$ cat src/rtl/stream_gen.sv
// stream_gen: command-driven valid/ready stream source.
// Accepts a burst command (base, step, length) and emits `length` words
// base, base+step, base+2*step, ... (mod 2^WIDTH) on a valid/ready port.
//
// Ports:
//   clk_i          clock, rising edge
//   rst_ni         synchronous active-low reset
//   cmd_valid_i    command offered
//   cmd_ready_o    command accepted when high with cmd_valid_i (state decode)
//   cmd_base_i     first data word of burst
//   cmd_step_i     increment between words
//   cmd_len_i      beat count, 0 = no beats
//   valid_out_o    output beat valid
//   data_out_o     output beat data
//   last_out_o     final beat marker, qualified by valid_out_o
//   ready_out_i    downstream ready
//   busy_o         burst in progress
//   done_o         one-cycle pulse on burst completion
//   beats_sent_o   handshaked beats in current/last burst
module stream_gen #(
  parameter int unsigned WIDTH = 32,
  parameter int unsigned CNT_W = 16
) (
  input  logic             clk_i,
  input  logic             rst_ni,
  input  logic             cmd_valid_i,
  output logic             cmd_ready_o,
  input  logic [WIDTH-1:0] cmd_base_i,
  input  logic [WIDTH-1:0] cmd_step_i,
  input  logic [CNT_W-1:0] cmd_len_i,
  output logic             valid_out_o,
  output logic [WIDTH-1:0] data_out_o,
  output logic             last_out_o,
  input  logic             ready_out_i,
  output logic             busy_o,
  output logic             done_o,
  output logic [CNT_W-1:0] beats_sent_o
);

  typedef enum logic {
    IDLE,
    SEND
  } state_e;

  state_e state_q, state_d;

  logic [WIDTH-1:0] data_q;
  logic [WIDTH-1:0] step_q;
  logic [CNT_W-1:0] rem_q;
  logic [CNT_W-1:0] beats_q;
  logic             last_q;
  logic             done_q;

  logic accept;
  logic handshake;

  assign accept    = (state_q == IDLE) && cmd_valid_i;
  assign handshake = (state_q == SEND) && ready_out_i;

  // State register
  always_ff @(posedge clk_i) begin
    if (!rst_ni) begin
      state_q <= IDLE;
    end else begin
      state_q <= state_d;
    end
  end

  // Next-state logic
  always_comb begin
    state_d = state_q;
    unique case (state_q)
      IDLE: begin
        if (cmd_valid_i && (cmd_len_i != '0)) begin
          state_d = SEND;
        end
      end
      SEND: begin
        if (ready_out_i && (rem_q == CNT_W'(1))) begin
          state_d = IDLE;
        end
      end
      default: state_d = IDLE;
    endcase
  end

  // Output decode: pure state decode, no input-to-output path
  always_comb begin
    cmd_ready_o = (state_q == IDLE);
    valid_out_o = (state_q == SEND);
    busy_o      = (state_q == SEND);
  end

  // Datapath. last/done are computed one beat ahead so they come straight
  // from flops: last rises when the beat about to be shown is remaining==1,
  // done pulses after the handshake that consumes remaining==1.
  always_ff @(posedge clk_i) begin
    if (!rst_ni) begin
      data_q  <= '0;
      step_q  <= '0;
      rem_q   <= '0;
      beats_q <= '0;
      last_q  <= 1'b0;
      done_q  <= 1'b0;
    end else begin
      done_q <= 1'b0;
      if (accept) begin
        data_q  <= cmd_base_i;
        step_q  <= cmd_step_i;
        rem_q   <= cmd_len_i;
        beats_q <= '0;
        last_q  <= (cmd_len_i == CNT_W'(1));
        done_q  <= (cmd_len_i == '0);
      end else if (handshake) begin
        data_q  <= data_q + step_q;
        rem_q   <= rem_q - CNT_W'(1);
        beats_q <= beats_q + CNT_W'(1);
        last_q  <= (rem_q == CNT_W'(2));
        done_q  <= (rem_q == CNT_W'(1));
      end
    end
  end

  assign data_out_o   = data_q;
  assign last_out_o   = last_q;
  assign done_o       = done_q;
  assign beats_sent_o = beats_q;

endmodule

$ cat config.mk
export PLATFORM = sky130hd
export DESIGN_NAME = stream_gen
export DESIGN_NICKNAME = d
export VERILOG_FILES = /design/src/rtl/stream_gen.sv
export SDC_FILE = /design/constraint.sdc
export NUM_CORES = 1
export LEC_CHECK = 0
export CAP_MARGIN = 20
export CORE_ASPECT_RATIO = 0.75
export CORE_UTILIZATION = 32
export CTS_CLUSTER_DIAMETER = 150
export DETAILED_ROUTE_END_ITERATION = 7
export PLACE_DENSITY = 0.64
export SLEW_MARGIN = 40
export SYNTH_ARGS = -nofsm -noshare
export SYNTH_HDL_FRONTEND = slang
export SYNTH_SLANG_ARGS = --single-unit
export TNS_END_PERCENT = 30
$ cat constraint.sdc
create_clock -name clk_i -period 3.85 [get_ports clk_i]
set_input_delay 0.77 -clock clk_i [delete_from_list [all_inputs] [get_ports clk_i]]
set_output_delay 0.77 -clock clk_i [all_outputs]
set_load 0.03 [all_outputs]
==> flow_metrics.tcl, run 1 <==
set metrics [dict create \
    synthTopCellsByCount "nand2_1 (114), a21oi_1 (108), dfxtp_1 (99), nor2_1 (51), ha_1 (35)" \
    clock_skew_ns 0.00618 \
    place_inst 1067 \
    power_density_nw_per_um2 350 \
    setup_viol 0 \
    rsz0062_at_grt "no" \
    status "finished, final reports clean" \
    layout.cells.non_filler 1082 \
    max_freq_ghz 0.339 \
    critical_path_class "reg -> reg" \
    worst-path-buf-inv 0 \
    irDropWorstVdd_mv 0.193 \
    overflow 0 \
    synthTopCellsByArea "dfxtp_1 (35%), a21oi_1 (9.5%), ha_1 (7.7%)" \
    fin_tns_setup_ns 0 \
    n_antenna_cell 0 \
    post_cts_buffers 0 \
    dr_total_vias 5651 \
    crit_arrival_ns 3.16 \
    filler_cell_count 1739 \
    critical_path.startpoint_type "flip-flop" \
    tightestPinTransition_ns 0.662 \
    antenna_found_initial 0 \
    syn_to_final_growth_pct 33.1 \
    final_area_um2 7560 \
    drtIter0Drc 382 \
    cp_top_family "compound AO/OA/AOI/OAI gates" \
    power_leakage_nw 2.87 \
    rows 41 \
    drv_cap 0 \
    via_per_inst 5.22 \
    drive_above_1_share_pct 4.96 \
    cts.path.max_buffers 2 \
    drc 0 \
    clock_sinks 99 \
    first_pass_iters 5 \
    min_path_type "reg -> reg" \
    finalCriticalPeriod_ns 2.95 \
    yosysWarnings 0 \
    die_h_um 117 \
    cts_resized 0 \
    hold_viol_final 0 \
    synth-async-reset-ratio_pct 0 \
    syn_nets 841 \
    core_um2 17100 \
    crit_path_max_incr_delay_ns 0.43 \
    yosysSeqAreaShare_pct 34.9 \
    synth_area_leader_cell "dfxtp_1" \
    grt.total_usage_pct 18.8 \
    insertion_delay_ns 0.35 \
    clkTransAtPathRegs_ns 0.07 \
    finalWirelength_um 17100 \
    dpl_cell_area_um2 7300 \
    die_x_um 156 \
    ant_nets 0 \
    dieArea_um2 18300 \
    syn_inst 721 \
    slew_headroom_pct 55.8 \
    portBuffers 136 \
    ys.flop_type "dfxtp_1" \
    place_congestion 0.864 \
    slew_violations 0 \
    post-route-util_pct 44.3 \
    wl_per_cell_um 15.8 \
    clock_tree.root_cell "clkbuf_16" \
    synth_top_area_share_pct 34.9 \
    start_util_pct 33.3 \
    total_power_mw 2.64 \
    hold_buffers 0 \
    crit_slowest_cell "fa_1" \
    setup_slack_ns 0.903 \
    dp_worst_setup_slack_ns 0.842 \
    grt_pass1_wl_um 27500 \
    crit_path_cell_trace "ha_1 -> fa_1 -> a21oi_2 -> o221ai_2 -> a2111oi_2 -> o31a_2 -> o21ai_2 -> a311o_2 -> xnor2_1 -> o22ai_1" \
    grt_max_degree 34 \
    synth_most_common_cell "nand2_1" \
    top_level_ports 137 \
    post-route-period-util_pct 76.6 \
    dp_hpwl_um 12700 \
    crit_fanout 3 \
    cp.required_ns 4.06 \
    final_net_count 962 \
    htreeDepth 3 \
    cts_tree "yes" \
    hold-worst-slack_ns 0.461 \
    ys_ff_latch 99 \
    synth_cell_types 65 \
    syn_area_um2 5680 \
    cts_made_buffers 9 \
    synth-edff-count 0 \
    avgSynthCellArea_um2 7.88 \
    grt_pass1_vias 5277 \
    cp-end-kind "flip-flop" \
]
-- worst min-delay path: stages (launching register included) --
cell     delay (ns)
dfxtp_1        0.31
nand2_1        0.05
a21oi_1        0.05
-- kinds of logic after synthesis --
logic type	Yosys count	synth area share (%)
AOI/OAI and AO/OA	246	27.8
xor gates and xnor gates	36	5.55
adders and majority gates	36	8.06
buffers and inverters	50	3.37
muxes	3	0.551
and+or+nand+nor	251	19.8
DFF	99	34.9
-- worst paths after layout --
check | startpoint | to | slack, ns | cells past startpoint
max | data_out_o[0] | data_out_o[24] | 0.90 | 10
min | step_q[22] | step_q[22] | 0.46 | 2
max reg2reg | data_out_o[0] | data_out_o[24] | 0.90 | 10
min reg2reg | step_q[22] | step_q[22] | 0.46 | 2
-- cells in the final DEF (no fill, tap or decap), types with 3 or more instances in the layout --
cell type	Yosys	routed
clkdlybuf4s50_1	0	136
nand2_1	114	113
a21oi_1	108	108
dfxtp_1	99	99
nor2_1	51	50
ha_1	35	35
a22oi_1	25	25
o21ai_0	21	21
xnor2_1	21	21
nor3_1	19	19
nand3_1	19	19
a21o_1	16	16
xor2_1	15	15
inv_1	13	13
o22ai_1	12	12
clkbuf_16	0	9
buf_4	1	9
or3_1	7	7
and3_1	7	7
nand4_1	7	7
a31oi_1	6	6
o211ai_1	5	5
nand2b_1	5	5
a221oi_1	5	5
o21bai_1	5	5
o21a_1	5	5
nor4_1	4	4
a211oi_1	4	4
nand3b_1	4	4
nor3b_1	3	3
and2_1	3	3
nor2b_1	4	3
clkbuf_1	31	3
-- layer usage --
| metal | vias to the layer above | global-route usage [%] | wire [µm] |
|---|---|---|---|
| met5 | - | 0 | 0 |
| met3 | 9 | 4.88 | 1090 |
| met1 | 2623 | 28.6 | 9030 |
| met2 | 166 | 26.0 | 6890 |
| li1 | 2853 | - | - |
| met4 | 0 | 3.92 | 92 |
-- report_power, final --
| part | internal (mW) | total (mW) | switching (mW) | leakage, nW |
|---|---|---|---|---|
| logic | 0.292 | 0.654 | 0.362 | 1.94 |
| clock network | 0.453 | 0.842 | 0.389 | 0.126 |
| registers | 1.09 | 1.15 | 0.0581 | 0.812 |
-- final cells by class --
type,instances,area [µm²],area share [%]
clock buffers,13,250,3.31
repair buffers,146,1450,19.2
multi-input cells,572,3520,46.5
flip-flops and latches,99,1980,26.2
well taps,236,295,3.91
inverters,14,52.6,0.695
clock inverters,2,12.5,0.165
-- state kept, by name, summed over array words and instances (netlist names) --
| register | cells |
|---|---|
| data_out_o | 32 |
| rem_q | 16 |
| busy_o | 1 |
| step_q | 32 |
| last_out_o | 1 |
| beats_sent_o | 16 |
| done_o | 1 |
(Power assumes the default switching activity.)
==> inputs of run 2 (changes only) <==
Settings changed: PLACE_DENSITY 0.64 to 0.66.
Clock period 3.85 ns to 2.4 ns, I/O delays scaled along.
==> run 2 against run 1 <==
  * The flow now finishes with violations (negative setup slack)
  * Sequential cell count did not move
  * Power rose by 74%
  * Sequential power rose by 60%
  * Via count rose by 2.8%
  * Core utilization rose by 4.2 points
  * Combinational power rose by 80%
  * Global-route usage rose by 0.14 points
==> flow_metrics.tcl, run 2 (synthesized netlist as in run 1, its figures left out) <==
set metrics [dict create \
    rsz0062_at_grt "yes" \
    finalCriticalPeriod_ns 2.64 \
    crit_slowest_cell "a2111oi_4" \
    violations "negative setup slack" \
    mostFrequentLayoutCells "clkdlybuf4s50_1 (136), nand2_1 (112), a21oi_1 (103)" \
    clock_skew_ns 0.00722 \
    power_density_nw_per_um2 556 \
    cts_tree "yes" \
    hold_viol_final 0 \
    htreeDepth 3 \
    cts.path.max_buffers 2 \
    grt_pass1_wl_um 27600 \
    crit_arrival_ns 2.87 \
    drc 0 \
    p_int_mw 3.25 \
    grt_max_degree 77 \
    power_frac_clock_pct 34.3 \
    dieArea_um2 18300 \
    clock_tree.root_cell "clkbuf_16" \
    slew_headroom_pct 54.1 \
    slew_violations 0 \
    cp-end-kind "flip-flop" \
    p_sw_mw 1.35 \
    gr-usage-met3_pct 4.77 \
    first_pass_iters 5 \
    drive_above_1_share_pct 14.0 \
    grt.total_usage_pct 18.9 \
    min_path_type "reg -> reg" \
    die_x_um 156 \
    cp.required_ns 2.63 \
    place_congestion 0.853 \
    portBuffers 136 \
    layout_commonest_cell "clkdlybuf4s50_1" \
    post-route-period-util_pct 110 \
    power.combinational.fraction_pct 25.7 \
    worst-path-buf-inv 0 \
    antenna_found_initial 0 \
    hold-worst-slack_ns 0.461 \
    setup_viol 8 \
    top_usage_layer "met2" \
    status "finished, violations left" \
    post-route-util_pct 48.4 \
    max_freq_ghz 0.379 \
    core_um2 17100 \
    wl_per_cell_um 15.1 \
    cp_top_family "compound AO/OA/AOI/OAI gates" \
    dr_total_vias 5808 \
    dp_hpwl_um 12500 \
    swShare_pct 29.4 \
    critical_path.startpoint_type "flip-flop" \
    critical_path_class "reg -> reg" \
    grt_pass1_vias 5539 \
    setup_slack_ns -0.241 \
    rows 41 \
    insertion_delay_ns 0.35 \
    r2r_start "data_out_o[0]" \
    crit_path_max_incr_delay_ns 0.40 \
    cts_made_buffers 9 \
    clkTransAtPathRegs_ns 0.07 \
    clock_sinks 99 \
    tightestPinTransition_ns 0.688 \
    top_level_ports 137 \
    n_antenna_cell 0 \
    hold_buffers 0 \
    drtIter0Drc 328 \
    irDropWorstVdd_mv 0.277 \
    ant_nets 0 \
    via_per_inst 5.12 \
    crit_fanout 3 \
    overflow 0 \
    grt_use_met2_pct 28.3 \
    power_leakage_nw 3.19 \
    fin_tns_setup_ns -1.05 \
    finalWirelength_um 17100 \
    drv_cap 0 \
    syn_to_final_growth_pct 45.7 \
    seqPwrFrac_pct 40.0 \
    startpoint "data_out_o[0]" \
    grtUsageMet1_pct 27.7 \
    die_h_um 117 \
    hp-start "step_q[14]" \
    crit_path_cell_trace "ha_4 -> fa_2 -> a21oi_4 -> o221ai_4 -> a2111oi_4 -> o31a_2 -> o21ai_4 -> a311o_2 -> xnor2_2 -> o22ai_1" \
    final_net_count 1013 \
    start_util_pct 33.3 \
]
-- run 2: changes by cell type in the layout (fill, tap and decap cells not counted), sizes merged --
cell / before / now
clkbuf: 13 / 11
bufinv: 0 / 1
inv: 14 / 15
clkinvlp: 1 / 0
clkinv: 1 / 3
buf: 10 / 61
-- run 2: tightest hold or removal path: cells and delay by family (launching register included) --
family | cells | cell delay [ns]
AND/OR/NAND/NOR | 1 | 0.05
AO/OA/AOI/OAI | 1 | 0.05
flip-flops | 1 | 0.31
-- run 2: per-stage QoR --
| step | cells | power (mW) | setup WS (ns) | instance area, µm² |
|---|---|---|---|---|
| 2_1_floorplan | 721 | 2.51 | -0.140 | 5760 |
| 3_5_place_dp | 1112 | 3.01 | -0.298 | 7740 |
| 4_1_cts | 1129 | 4.62 | -0.240 | 8130 |
| 6_report | 1134 | 4.60 | -0.241 | 8270 |
| 5_1_grt | 1134 | 4.85 | -0.318 | 8270 |
| 3_3_place_gp | 1112 | 3.00 | -0.250 | 7740 |
-- run 2: final cells by class --
cell class | count | area (µm²)
flip-flops and latches | 99 | 2000
well taps | 236 | 295
inverters | 14 | 52.6
clock inverters | 5 | 53.8
multi-input cells | 572 | 3740
repair buffers | 197 | 1860
clock buffers | 11 | 275
fillers | 1686 | 8810
-- run 2: power groups by stage --
stage | registers (mW) | clock network (mW) | logic (mW)
floorplan | 1.95 | 0 | 0.559
global placement | 1.87 | 0 | 1.13
detailed placement | 1.87 | 0 | 1.14
CTS | 1.84 | 1.63 | 1.16
global route | 1.85 | 1.71 | 1.29
finish | 1.84 | 1.58 | 1.18
-- run 2: final timing paths --
check / depth (start not counted) / slack, ns / to
hold reg to reg: 2 / 0.46 / step_q[14]
setup / recovery: 10 / -0.24 / data_out_o[24]
setup reg to reg: 10 / -0.24 / data_out_o[24]
hold / removal: 2 / 0.46 / step_q[14]
-- run 2: layer usage --
metal  up-vias  wire, µm
li1       2960         -
met5         -         0
met3         5       925
met1      2690      8910
met2       153      7220
met4         0        75
-- run 2: repair_timing --
item / 4_1_cts / 5_1_grt
buffers inserted: 1 / 5
pin swaps: 3 / 11
endpoints found under the setup margin: 13 / 17
endpoints found under the hold margin: 0 / 0
resized for setup: 10 / 17
==> inputs of run 3 (changes only) <==
Settings changed: CORE_MARGIN set to 1.5, PLACE_DENSITY 0.66 to 0.64, SLEW_MARGIN 40 to 20.
Clock period 2.4 ns to 2.6 ns, I/O delays scaled along.
==> run 3 against run 2 <==
  * The run still ends with negative setup slack left
  * Maximum frequency about the same
  * Register-to-register slack improved by 0.20 ns
  * Power decreased by 8.5%
  * Setup slack improved by 0.20 ns
  * Hold slack improved by 0.00062 ns
  * First-iteration DRC count increased by 28%
  * Critical path type unchanged
  * Critical endpoint is now data_out_o[30]
  * Largest cell class unchanged
  * Largest power group unchanged
==> flow_metrics.tcl, run 3 (synthesized netlist as in run 1, its figures left out) <==
set metrics [dict create \
    status "finished, violations left" \
    violations "negative setup slack" \
    n_antenna_cell 0 \
    mostFrequentLayoutCells "clkdlybuf4s50_1 (136), nand2_1 (113), a21oi_1 (104)" \
    portBuffers 136 \
    ant_nets 0 \
    setup_viol 1 \
    slew_violations 0 \
    power_density_nw_per_um2 532 \
    clock_tree.root_cell "clkbuf_16" \
    tightestPinTransition_ns 0.572 \
    irDropWorstVdd_mv 0.307 \
    antenna_found_initial 0 \
    final_area_um2 7910 \
    first_pass_iters 5 \
    insertion_delay_ns 0.36 \
    grt_pass1_wl_um 27300 \
    finalCriticalPeriod_ns 2.64 \
    drtIter0Drc 420 \
    cp.required_ns 2.87 \
    place_congestion 0.858 \
    dp_hpwl_um 12500 \
    drv_cap 0 \
    wl_per_cell_um 15.4 \
    final_net_count 986 \
    hold_buffers 0 \
    core_um2 17100 \
    power_leakage_nw 3.04 \
    drc 0 \
    critical_path.startpoint_type "flip-flop" \
    grt_pass1_vias 5383 \
    top_level_ports 137 \
    via_per_inst 5.15 \
    htreeDepth 3 \
    min_path_type "reg -> reg" \
    layout_commonest_cell "clkdlybuf4s50_1" \
    dieArea_um2 18600 \
    drive_above_1_share_pct 9.30 \
    hold_viol_final 0 \
    grt_max_degree 55 \
    cts.path.max_buffers 2 \
    die_x_um 157 \
    fin_tns_setup_ns -0.0429 \
    rows 41 \
    clock_sinks 99 \
    crit_fanout 3 \
    post-route-period-util_pct 102 \
    crit_arrival_ns 2.92 \
    die_h_um 118 \
    critical_path_class "reg -> reg" \
    clock_skew_ns 0.00889 \
    max_freq_ghz 0.378 \
    dpl_cell_area_um2 7490 \
    overflow 0 \
    setup_slack_ns -0.0429 \
    cts_tree "yes" \
    start_util_pct 33.3 \
    cp-end-kind "flip-flop" \
    dr_total_vias 5699 \
    grt.total_usage_pct 18.5 \
    finalWirelength_um 17100 \
    syn_to_final_growth_pct 39.3 \
    rsz0062_at_grt "yes" \
    slew_headroom_pct 61.5 \
    cts_made_buffers 9 \
    clkTransAtPathRegs_ns 0.07 \
]
run 3: changes by cell type in the layout (fill, tap and decap cells not counted), sizes merged:
cell,previous run,this run
buf,61,34
bufinv,1,2
clkinv,3,1
clkbuf,11,12
inv,15,14
clkinvlp,0,1
run 3: final timing paths:
| check | start | to | slack (ns) | cells past startpoint |
|---|---|---|---|---|
| setup / recovery | step_q[0] | data_out_o[30] | -0.04 | 11 |
| hold / removal | step_q[25] | step_q[25] | 0.46 | 2 |
| hold reg to reg | step_q[25] | step_q[25] | 0.46 | 2 |
| setup reg to reg | step_q[0] | data_out_o[30] | -0.04 | 11 |
run 3: through the flow:
stage	utilization [%]	worst slack (ns)	std cells	hold WS, ns	power [mW]
floorplan	-	0.00686	721	0.440	2.30
global placement	43.9	-0.0105	1089	0.449	2.72
detailed placement	43.9	-0.0271	1089	0.454	2.72
CTS	45.9	-0.0295	1105	0.464	4.23
global route	46.3	-0.134	1107	0.477	4.41
finish	46.3	-0.0429	1107	0.462	4.21
run 3: layer usage:
metal | global-route usage (%) | vias to the layer above | part of all wire (%)
li1 | - | 2911 | -
met1 | 27.6 | 2615 | 53
met2 | 26.7 | 153 | 41
met3 | 3.81 | 20 | 5.2
met4 | 4.64 | 0 | 1.3
met5 | 0 | - | 0
run 3: what timing repair did:
action                     in CTS  in global routing
pin swaps                       0                  7
setup endpoints to repair       4                 10
resized for setup               3                  9
buffers inserted                0                  2
run 3: worst max-delay path, cell delays in order (launching register included):
cell	delay (ns)
dfxtp_1	0.33
ha_2	0.20
fa_2	0.25
a21oi_4	0.07
buf_4	0.13
o22ai_1	0.20
a22oi_2	0.11
o211ai_2	0.26
a21oi_2	0.10
o41ai_2	0.35
mux2_2	0.37
o22ai_1	0.18
run 3: power by group:
| group | switching (mW) | internal [mW] | total (mW) |
|---|---|---|---|
| Clock | 0.600 | 0.895 | 1.50 |
| Sequential | 0.0816 | 1.61 | 1.69 |
| Combinational | 0.547 | 0.471 | 1.02 |
| Total | 1.23 | 2.98 | 4.21 |
run 3: layout make-up:
class	count	area (µm²)
well taps	236	295
inverters	14	52.6
clock inverters	4	72.6
flip-flops and latches	99	1980
repair buffers	170	1650
clock buffers	12	256
multi-input cells	572	3600
fillers	1720	9170
